$ cat src/rtl/seq_pkg.sv
// rtl/seq_pkg.sv - shared types and constants for the operand sequencer
//
// Purpose: FSM state encoding and the fixed display codes used by
// operand_sequencer and its helpers.
// Ports: none (package).

package seq_pkg;

   typedef enum logic [2:0] {
      LOAD_A  = 3'd0,
      LOAD_B  = 3'd1,
      START   = 3'd2,
      WAIT    = 3'd3,
      SHOW_LO = 3'd4,
      SHOW_HI = 3'd5,
      ERROR   = 3'd6
   } seq_state_t;

   localparam logic [15:0] DISP_BUSY = 16'hBBBB;
   localparam logic [15:0] DISP_ERR  = 16'hEEEE;
   localparam logic [3:0]  TAG_A     = 4'hA;
   localparam logic [3:0]  TAG_B     = 4'hB;

endpackage

$ cat src/rtl/seq_timeout_counter.sv
// rtl/seq_timeout_counter.sv - cycle counter flagging the last allowed WAIT cycle
//
// Purpose: counts enabled cycles from zero; expired is high while the count
// sits at TIMEOUT_CYCLES-1, so the owner can leave on that same edge.
// Ports:
//   clk     in  system clock
//   reset   in  synchronous, active-high reset
//   clear   in  synchronous clear (wins over enable)
//   enable  in  count this cycle
//   expired out count == TIMEOUT_CYCLES-1

module seq_timeout_counter #(
   parameter int TIMEOUT_CYCLES = 1024
) (
   input  logic clk,
   input  logic reset,
   input  logic clear,
   input  logic enable,
   output logic expired
);

   localparam int CW = $clog2(TIMEOUT_CYCLES);
   localparam logic [CW-1:0] LAST = CW'(TIMEOUT_CYCLES - 1);

   logic [CW-1:0] count;

   always_ff @(posedge clk) begin
      if (reset || clear) begin
         count <= '0;
      end else if (enable) begin
         count <= count + CW'(1);
      end
   end

   assign expired = (count == LAST);

endmodule

$ cat src/rtl/operand_sequencer.sv
// rtl/operand_sequencer.sv - operand entry, unit handshake and result paging FSM
//
// Purpose: assembles operands A and B byte by byte (LSB first) from switch
// entries, pulses start to the arithmetic unit, waits for done with a
// timeout, latches the result and pages it onto the 7-segment display bus.
// Ports:
//   clk, reset        clock and synchronous active-high reset
//   enterpulse        one-cycle enter button pulse
//   loaddata          load-enable switch, gates entries in LOAD states
//   inputdata[7:0]    switch byte
//   dataA, dataB      assembled operands
//   start             one-cycle start pulse to the unit
//   done, dataR       unit completion and result (honoured only in WAIT)
//   inputdata_ready   both operands complete
//   busy              START or WAIT
//   error             timeout occurred (ERROR state)
//   display_value     four hex nibbles for the display decoders (registered)

module operand_sequencer
   import seq_pkg::*;
#(
   parameter int BYTES_PER_OPERAND = 4,
   parameter int TIMEOUT_CYCLES    = 1024
) (
   input  logic                           clk,
   input  logic                           reset,
   input  logic                           enterpulse,
   input  logic                           loaddata,
   input  logic [7:0]                     inputdata,
   output logic [8*BYTES_PER_OPERAND-1:0] dataA,
   output logic [8*BYTES_PER_OPERAND-1:0] dataB,
   output logic                           start,
   input  logic                           done,
   input  logic [31:0]                    dataR,
   output logic                           inputdata_ready,
   output logic                           busy,
   output logic                           error,
   output logic [15:0]                    display_value
);

   // A one-byte operand still needs a 1-bit index register.
   localparam int IW = (BYTES_PER_OPERAND > 1) ? $clog2(BYTES_PER_OPERAND) : 1;
   localparam logic [IW-1:0] LAST_IDX = IW'(BYTES_PER_OPERAND - 1);

   seq_state_t    state, state_n;
   logic [IW-1:0] byte_idx;
   logic [31:0]   result_q;
   logic [15:0]   disp_n;
   logic [1:0]    idx_disp;
   logic          accept;
   logic          last_byte;
   logic          timeout_expired;
   logic          clear_entry;

   assign accept      = enterpulse && loaddata;
   assign last_byte   = (byte_idx == LAST_IDX);
   assign idx_disp    = 2'(byte_idx);
   // Leaving SHOW_HI or ERROR starts a fresh entry from scratch.
   assign clear_entry = enterpulse && ((state == SHOW_HI) || (state == ERROR));

   seq_timeout_counter #(
      .TIMEOUT_CYCLES(TIMEOUT_CYCLES)
   ) u_timeout (
      .clk    (clk),
      .reset  (reset),
      .clear  ((state != WAIT) || done),
      .enable (state == WAIT),
      .expired(timeout_expired)
   );

   always_ff @(posedge clk) begin
      if (reset) begin
         state <= LOAD_A;
      end else begin
         state <= state_n;
      end
   end

   always_comb begin
      state_n         = state;
      start           = 1'b0;
      busy            = 1'b0;
      error           = 1'b0;
      inputdata_ready = 1'b0;
      disp_n          = 16'h0000;
      case (state)
         LOAD_A: begin
            disp_n = {TAG_A, 2'b00, idx_disp, inputdata};
            if (accept && last_byte) state_n = LOAD_B;
         end
         LOAD_B: begin
            disp_n = {TAG_B, 2'b00, idx_disp, inputdata};
            if (accept && last_byte) state_n = START;
         end
         START: begin
            start           = 1'b1;
            busy            = 1'b1;
            inputdata_ready = 1'b1;
            disp_n          = DISP_BUSY;
            state_n         = WAIT;
         end
         WAIT: begin
            busy            = 1'b1;
            inputdata_ready = 1'b1;
            disp_n          = DISP_BUSY;
            // done on the final allowed cycle still counts as success.
            if (done) begin
               state_n = SHOW_LO;
            end else if (timeout_expired) begin
               state_n = ERROR;
            end
         end
         SHOW_LO: begin
            inputdata_ready = 1'b1;
            disp_n          = result_q[15:0];
            if (enterpulse) state_n = SHOW_HI;
         end
         SHOW_HI: begin
            inputdata_ready = 1'b1;
            disp_n          = result_q[31:16];
            if (enterpulse) state_n = LOAD_A;
         end
         ERROR: begin
            error           = 1'b1;
            inputdata_ready = 1'b1;
            disp_n          = DISP_ERR;
            if (enterpulse) state_n = LOAD_A;
         end
         default: state_n = LOAD_A;
      endcase
   end

   always_ff @(posedge clk) begin
      if (reset) begin
         byte_idx      <= '0;
         dataA         <= '0;
         dataB         <= '0;
         result_q      <= '0;
         display_value <= 16'h0000;
      end else begin
         display_value <= disp_n;
         if (clear_entry) begin
            byte_idx <= '0;
            dataA    <= '0;
            dataB    <= '0;
         end else if (accept && (state == LOAD_A || state == LOAD_B)) begin
            if (state == LOAD_A) begin
               dataA[{byte_idx, 3'b000} +: 8] <= inputdata;
            end else begin
               dataB[{byte_idx, 3'b000} +: 8] <= inputdata;
            end
            // Wrap to 0 at the last byte so LOAD_B starts at byte 0.
            byte_idx <= last_byte ? '0 : byte_idx + IW'(1);
         end
         if (state == WAIT && done) begin
            result_q <= dataR;
         end
      end
   end

endmodule

$ cat config.mk
export PLATFORM = sky130hd
export DESIGN_NAME = operand_sequencer
export DESIGN_NICKNAME = d
export VERILOG_FILES = /design/src/rtl/seq_pkg.sv /design/src/rtl/seq_timeout_counter.sv /design/src/rtl/operand_sequencer.sv
export SDC_FILE = /design/constraint.sdc
export NUM_CORES = 1
export LEC_CHECK = 0
export ABC_CLOCK_PERIOD_IN_PS = 2800
export BUFFER_PORTS_ARGS = -buffer_cell sky130_fd_sc_hd__buf_2
export CAP_MARGIN = 0
export CORE_ASPECT_RATIO = 1.5
export CORE_MARGIN = 2
export CORE_UTILIZATION = 57
export DETAILED_ROUTE_END_ITERATION = 6
export PLACE_DENSITY = 0.94
export SETUP_SLACK_MARGIN = 0.2
export SLEW_MARGIN = 20
export SYNTH_ARGS = -nofsm -noshare
export SYNTH_HDL_FRONTEND = slang
export SYNTH_SLANG_ARGS = --single-unit
$ cat constraint.sdc
create_clock -name clk -period 2.8 [get_ports clk]
set_clock_uncertainty 0.05 [all_clocks]
set_input_delay 0.42 -clock clk [delete_from_list [all_inputs] [get_ports clk]]
set_output_delay 0.42 -clock clk [all_outputs]
set_load 0.01 [all_outputs]
Word level (Yosys, flattened, before mapping) --
Index checks and enable logic that the tools add are counted.
Word-level totals: memories kept 0, bits in latches 0, memory bits (writable) 0, output and inout port bits 84, bits of input ports 45, ROM bits 0, logic and storage cells 59, flip-flop bits (word level) 127
Cells by class: eq/ne operators 14, add/subtract/negate cells 3, shift operators 2, multiply operators 0, divide/modulo/power cells 0, magnitude comparators 0, bitwise operators 1, mux-type cells 15, reduce and logical (&&, ||, !) cells 17
Operators with widths (number):
- 16-bit case mux with 6 select lines | 1
- 32-bit bitwise mux | 2
- 8-bit by 7-bit variable shift with 32-bit output (first input constant) | 1
- 8-bit by 7-bit variable part select with 32-bit output | 1
- 3-bit two-way mux | 6
- 3-bit case mux with 6 select lines | 1
- 10-bit by 1-bit adder with 10-bit output (second input constant) | 1
- 10-bit == test (second input constant) | 1
- 3-bit == test (second input constant) | 3
- 5-bit negator with 7-bit output | 1
- 3-bit by 2-bit == test with 1-bit output (second input constant) | 2
- 2-bit != test (second input constant) | 3
- 2-bit OR reduction | 3
- 1-bit logical AND | 5
- 5-bit AND reduction | 1
- 5-bit OR reduction | 1
- 1-bit logical OR | 4
- 1-bit two-way mux | 4
- 2-bit AND reduction | 2
- 3-bit by 1-bit == test with 1-bit output (second input constant) | 1
- 3-bit logical NOT | 1
- 3-bit by 2-bit != test with 1-bit output (second input constant) | 1
- 3-bit != test (second input constant) | 1
- 2-bit by 1-bit adder with 2-bit output (second input constant) | 1
- 4 further kinds | 4

Logic depth before layout (Yosys ltp) --
Gate-level depths: netlist of run 1.
word-level depth 4, gate-level depth with buffers 7, gate-level depth less buffers 5

Cells and area by module --
From an unflattened synthesis of run 1, not the netlist that was laid out.
Unflattened totals: cells, all modules 659, area total of the unflattened synthesis 5496.5 um^2
By module, submodules not included:
- operand_sequencer | times used 1, cells each 609, seq. area each 2342.2 um^2, area an instance 5041.1 um^2
- seq_timeout_counter | times used 1, cells each 50, seq. area each 200.2 um^2, area an instance 455.4 um^2

Least setup slack after synthesis of run 1 --
OpenSTA, ideal clock, no wires.
kind flip-flop to flip-flop, start reg byte_idx[0], end reg dataB[2], setup time 0.070 ns, buffers on the path 1, cell stages (with the launch flop) 7, required time 2.680 ns, data arrival time 1.711 ns, setup slack 0.969 ns, period minus slack after synthesis 1.831 ns, cell sequence dfxtp_1 inv_1 ha_1 nor3b_2 buf_2 nand3_1 a21oi_1
Between the ends: cells in the longest elaborated chain, start to end 3, elaborated cells on any way between the ends 4, classes of those cells add/sub: 1; shift: 2; mux: 1
RTL lines:
- from (decl) | RTL line operand_sequencer.sv:46 | logic [IW-1:0] byte_idx;
- from (signal assigned) | RTL line operand_sequencer.sv:153 | byte_idx <= last_byte ? '0 : byte_idx + IW'(1);
- 5-bit negator with 7-bit output * | RTL line operand_sequencer.sv:150 | dataB[{byte_idx, 3'b000} +: 8] <= inputdata;
- 8-bit by 7-bit variable part select with 32-bit output or 8-bit by 7-bit variable shift with 32-bit output (tied branches) | RTL line operand_sequencer.sv:150
- 32-bit bitwise mux * | RTL line operand_sequencer.sv:150
- to (signal, indexed assignment) | RTL line operand_sequencer.sv:150
- to (decl) | RTL line operand_sequencer.sv:31 | output logic [8*BYTES_PER_OPERAND-1:0] dataB,
Mark *: on every way between the ends. The rest lies on a longest branch, timed or not. A chain may end at the register's enable or synchronous reset.

Worst setup path after layout of run 1 --
start reg state[0], end out error
Between the ends: cells in the longest elaborated chain, start to end 2
RTL lines:
- from (decl) | RTL line operand_sequencer.sv:45 | seq_state_t state, state_n;
- from (signal assigned) | RTL line operand_sequencer.sv:75 | state <= state_n;
- 3-bit == test | RTL line operand_sequencer.sv:86 | case (state)
- 1-bit two-way mux | RTL line operand_sequencer.sv:86
- to (decl) | RTL line operand_sequencer.sv:37 | output logic error,
Every way passes these cells.

==> impl_metrics.env, run 1 <==
export IMPL_post_route_period_util_pct=84.9
export IMPL_yosys_top_cells_count="nand2_1 (134), dfxtp_1 (127), a21oi_1 (117), nand3_1 (69), nor2_1 (28)"
export IMPL_wl_mm=13.7
export IMPL_crit_type="reg2out"
export IMPL_synth_fa_ha_area_share_pct=1.64
export IMPL_cts_root_buf="clkbuf_16"
export IMPL_via_per_inst=5.76
export IMPL_cp_end_kind="primary output"
export IMPL_slew_headroom_pct=31.7
export IMPL_fin_util_pct=72.0
export IMPL_area_delta_synth_final_pct=22.7
export IMPL_worst_path_max_fanout=25
export IMPL_instances_no_fill=864
export IMPL_grt_antenna_before_repair=0
export IMPL_syn_area_per_cell_um2=8.10
export IMPL_rrSetupSlack_ns=0.47
export IMPL_synth_top_family_by_area="simple AND/OR/NAND/NOR gates"
export IMPL_grt_pass1_wl_mm=21.7
export IMPL_synth_mux_area_fraction_pct=0.652
export IMPL_via_count=4978
export IMPL_r2r_cells=4
export IMPL_rsz0062_at_grt="false"
export IMPL_drt_iter0_markers=419
export IMPL_clock_latency_ns=0.41
export IMPL_numCtsBuffers=17
export IMPL_max_vdd_ir_drop_mv=0.515
export IMPL_hold_ws_ns=0.198
export IMPL_start_kind="register"
export IMPL_syn_inst=639
export IMPL_grt_usage_pct=28.5
export IMPL_synth_cell_area_um2=5180
export IMPL_core_area_um2=8830
export IMPL_hp_start="dataR[10]"
export IMPL_slew_viol_final=0
export IMPL_nFillCells=643
export IMPL_power_total_uw=4200
export IMPL_cellLeakagePower_uw=0.00254
export IMPL_synth_xor_area_share_pct=1.35
export IMPL_max_freq_ghz=0.421
export IMPL_grt_met3_usage_pct=7.31
export IMPL_tightestPinTransition_ns=1.02
export IMPL_placementRows=42
export IMPL_yosysMostFrequentCell="nand2_1"
export IMPL_dp_hpwl_mm=9.08
export IMPL_rr_endpoint="result_q[21]"
export IMPL_hold_end="result_q[10]"
export IMPL_yosys_top_cells_area="dfxtp_1 (49%), a21oi_1 (11%), nand2_1 (9.7%)"
export IMPL_arrival_ns=1.91
export IMPL_met2_usage_pct=47.8
export IMPL_post_drt_wl_per_cell_um=15.9
export IMPL_cts_setup_buffers=0
export IMPL_syn_nets=690
export IMPL_tns_ns=0
export IMPL_h_tree_depth=4
export IMPL_synth_compound_area_share_pct=15.3
export IMPL_final_hold_viol_count=0
export IMPL_hold_class="in2reg"
export IMPL_holdPathStages=3
export IMPL_finalNetCount=792
export IMPL_path_clk_slew_ns=0.05
export IMPL_ant_nets=0
export IMPL_cts_resized=0
export IMPL_first_pass_iters=5
export IMPL_synth_cell_types=43
export IMPL_yosysTopAreaCellShare_pct=49.1
export IMPL_die_w_um=81.8
export IMPL_clock_sinks=127
export IMPL_initial_core_util_pct=58.6
export IMPL_power_density_nw_per_um2=662
export IMPL_yosys_area_share_simple_pct=25.8
export IMPL_synth_top_area_cell="dfxtp_1"
export IMPL_pin_count=129
export IMPL_reg2reg_from="state[0]"
export IMPL_placed_cells=832
export IMPL_setup_viol=0
export IMPL_period_needed_ns=2.38
export IMPL_max_clock_path_buffers=2
export IMPL_yosys_warnings=0
export IMPL_synth_seq_cells=127
export IMPL_busiest_layer="met2"
export IMPL_ctsHoldBuffers=0
export IMPL_synth_top_flop_cell="dfxtp_1"
export IMPL_grt_pass1_vias=4728
export IMPL_dieArea_um2=9880
export IMPL_grt_use_met1_pct=32.0
export IMPL_die_height_um=121
export IMPL_cts_tree="done"
export IMPL_synth_seq_area_share_pct=49.1
export IMPL_synth_edff_count=0
export IMPL_gp_congestion=0.834
export IMPL_synthArstFlopShare_pct=0
export IMPL_drv_cap=0
export IMPL_drive_gt1_share_pct=24.8
export IMPL_status="complete, no violations"
export IMPL_grt_max_degree=67
export IMPL_drc_errors=0
export IMPL_grt_overflow=0
export IMPL_diodes=0
export IMPL_crit_required_ns=2.33
export IMPL_portBuffers=128
## per-stage QoR
| step | instance area (µm²) | setup slack (ns) |
|---|---|---|
| global route | 6350 | 0.285 |
| detailed placement | 5760 | 0.602 |
| floorplan | 5180 | 0.969 |
| finish | 6350 | 0.423 |
| CTS | 6350 | 0.440 |
| global placement | 5760 | 0.724 |
## how the worst max path moves through the flow
stage	startpoint	to	depth (start not counted)
6_report	state[0]	error	3
5_1_grt	state[0]	result_q[7]	4
4_1_cts	state[0]	error	3
3_5_place_dp	state[0]	result_q[4]	4
3_3_place_gp	state[0]	result_q[0]	4
2_1_floorplan	byte_idx[0]	dataB[2]	6
## report_power, final
part           internal, µW  leakage, µW  switching, µW
sequential             1820      0.00103           9.99
combinational          63.8      0.00123            120
clock                  1410     0.000279            771
total                  3300      0.00254            900
## kinds of logic (layout without fill, tap and decap cells)
kind of cell / count (synthesis) / in the layout
AND/OR/NAND/NOR: 283 / 283
multiplexers: 3 / 3
flip-flops: 127 / 127
adder cells (fa/ha/maj): 7 / 7
XOR/XNOR: 8 / 8
AO/OA/AOI/OAI: 146 / 146
buffers and inverters: 65 / 180
## final cells by class
| cell class | count | area (µm²) | area share, % |
|---|---|---|---|
| clock inverters | 11 | 140 | 2.21 |
| inverters | 7 | 26.3 | 0.414 |
| clock buffers | 21 | 450 | 7.09 |
| flip-flops and latches | 127 | 2540 | 40.0 |
| repair buffers | 141 | 738 | 11.6 |
| multi-input cells | 447 | 2320 | 36.5 |
| well taps | 110 | 138 | 2.17 |
## registers in the layout, indices dropped and copies added, names as in the netlist
register         cells
byte_idx             2
dataA               32
dataB               32
display_value       16
result_q            32
state                3
u_timeout.count     10
## layer usage
metal  wire length, µm  up-vias
met2              7000      245
met1              5160     2312
met5                 0        -
met3              1090       45
met4               458        0
li1                  -     2376
## worst max-delay path, stage by stage, from the launching register on
cell and delay [ns]:
dfxtp_1 0.86, nand2b_1 0.41, nor2_1 0.07, buf_2 0.15
## cells in the final DEF (no fill, tap or decap), drive strengths merged, types with 9 or more instances in the layout
cell type    n
nor2        28
nor3         9
dfxtp      127
and3         9
buf        141
a21oi      117
nand3       75
clkbuf      21
nand2      134
(Power assumes the default switching activity.)
==> run 2, diff against run 1 <==
- ABC_CLOCK_PERIOD_IN_PS: 2800 -> 2280
- CORE_UTILIZATION: 57 -> 53
- PLACE_DENSITY: 0.94 -> 0.89
- clock period: 2.8 -> 2.28 ns (I/O delays scaled with it)
==> run 2 against run 1 <==
Net effect: routed wire length increased by 7.6%; total power increased by 22%; global-route usage decreased by 1.6 points; sequential share of layout area decreased by 0.78 points; clock power increased by 21%; via count increased by 2.8%; utilization decreased by 4.3 points; first-iteration DRC count increased by 6.4%; combinational power increased by 31%; worst setup slack got worse by 0.14 ns; flip-flop and latch count unchanged; critical path depth increased by 2; largest cell class unchanged; highest routed layer unchanged.
==> impl_metrics.env, run 2 (synthesized netlist as in run 1, its figures left out) <==
export IMPL_status="complete, no violations"
export IMPL_pin_count=129
export IMPL_post_drt_wl_per_cell_um=16.7
export IMPL_clockPowerShare_pct=51.4
export IMPL_start_kind="register"
export IMPL_hold_class="in2reg"
export IMPL_path_clk_slew_ns=0.05
export IMPL_clock_sinks=127
export IMPL_grt_max_degree=67
export IMPL_rsz0062_at_grt="false"
export IMPL_instances_no_fill=881
export IMPL_comb_power_share_pct=4.7
export IMPL_top_regs="dataA (32), dataB (32), result_q (32)"
export IMPL_period_needed_ns=2.00
export IMPL_internal_power_uw=4040
export IMPL_drv_cap=0
export IMPL_finalNetCount=804
export IMPL_fin_area_um2=6480
export IMPL_via_count=5116
export IMPL_mostFrequentLayoutCells="nand2_1 (134), buf_2 (128), dfxtp_1 (126), a21oi_1 (117), nand3_1 (69)"
export IMPL_final_hold_viol_count=0
export IMPL_power_density_nw_per_um2=791
export IMPL_dieArea_um2=10600
export IMPL_die_w_um=84.7
export IMPL_seqCellArea_um2=2540
export IMPL_placementRows=44
export IMPL_ant_nets=0
export IMPL_dp_hpwl_mm=9.80
export IMPL_swShare_pct=21.2
export IMPL_multi_input_area_um2=2320
export IMPL_cellLeakagePower_uw=0.00261
export IMPL_grt_overflow=0
export IMPL_slew_headroom_pct=60.8
export IMPL_post_route_period_util_pct=87.7
export IMPL_grt_pass1_wl_mm=22.9
export IMPL_placed_cell_area_um2=5820
export IMPL_cp_end_kind="primary output"
export IMPL_tns_ns=0
export IMPL_diodes=0
export IMPL_seq_power_share_pct=43.9
export IMPL_core_area_um2=9580
export IMPL_grt_antenna_before_repair=0
export IMPL_initial_core_util_pct=54.0
export IMPL_numCtsBuffers=17
export IMPL_grt_pass1_vias=4909
export IMPL_setup_viol=0
export IMPL_drt_iter0_markers=446
export IMPL_first_pass_iters=6
export IMPL_h_tree_depth=4
export IMPL_cts_root_buf="clkbuf_16"
export IMPL_portBuffers=128
export IMPL_area_delta_synth_final_pct=25.2
export IMPL_max_vdd_ir_drop_mv=0.701
export IMPL_max_clock_path_buffers=2
export IMPL_cts_tree="done"
export IMPL_slew_viol_final=0
export IMPL_gp_congestion=0.879
export IMPL_arrival_ns=1.61
export IMPL_crit_type="reg2out"
export IMPL_grt_usage_pct=26.9
export IMPL_via_per_inst=5.81
export IMPL_power_total_uw=5130
export IMPL_drive_gt1_share_pct=26.5
export IMPL_placed_cells=842
export IMPL_final_common_cell="nand2_1"
export IMPL_die_height_um=125
export IMPL_wl_mm=14.8
export IMPL_drc_errors=0
export IMPL_clock_latency_ns=0.41
export IMPL_tightestPinTransition_ns=0.584
export IMPL_worst_path_max_fanout=22
export IMPL_crit_required_ns=1.89
export IMPL_nFillCells=750
export IMPL_power_switching_uw=1090
export IMPL_max_freq_ghz=0.500
## run 2: changes by cell type in the layout (fill, tap and decap cells not counted), moves of 2 or more
| cell | change |
|---|---|
| buf_4 | +9 |
| clkbuf_1 | +2 |
| clkbuf_8 | +3 |
| inv_1 | -3 |
## run 2: final cells by class
cell class	instances	share of cell area [%]
clock inverter	6	1.24
inverter	7	0.579
tap	115	2.22
multi-input combinational	447	35.9
clock buffer	26	7.70
timing repair buffer	153	13.1
sequential	127	39.2
## run 2: repair_timing
item	CTS	global route
endpoints found under the setup margin	4	4
gates resized for setup	4	5
hold buffers	0	0
buffers inserted	4	3
## run 2: power groups by stage
stage	combinational [µW]	clock, µW	sequential, µW
final	239	2630	2250
after floorplan	125	0	2300
after global placement	224	0	2300
after detailed placement	231	0	2300
after global routing	258	2760	2250
after CTS	234	2650	2250
## run 2: layer usage
layer	routed length, µm	GRT usage [%]	vias up	part of all wire (%)
li1	-	-	2406	-
met1	5390	29.8	2371	37
met2	7640	47.9	283	52
met3	1150	6.27	56	7.8
met4	569	12.7	0	3.9
met5	0	0	-	0
## run 2: worst paths after layout
path | startpoint | to | slack (ns) | cells past startpoint
min reg2reg | u_timeout.count[0] | u_timeout.count[0] | 0.40 | 1
max | state[1] | error | 0.28 | 5
min | dataR[15] | result_q[15] | 0.12 | 3
max reg2reg | byte_idx[0] | dataA[13] | 0.35 | 6
## run 2: metrics by stage
stage / worst slack, ns / utilization [%] / hold slack [ns]
2_1_floorplan: 0.449 / - / 0.363
5_1_grt: 0.201 / 67.7 / 0.113
4_1_cts: 0.200 / 67.3 / 0.108
6_report: 0.280 / 67.7 / 0.116
3_3_place_gp: 0.475 / 60.7 / 0.371
3_5_place_dp: 0.356 / 60.7 / 0.382
## run 2: worst max-delay path: stages (launching register included)
cell	delay (ns)
dfxtp_1	0.35
buf_8	0.20
clkinvlp_4	0.18
buf_4	0.19
nor2_1	0.12
buf_2	0.15
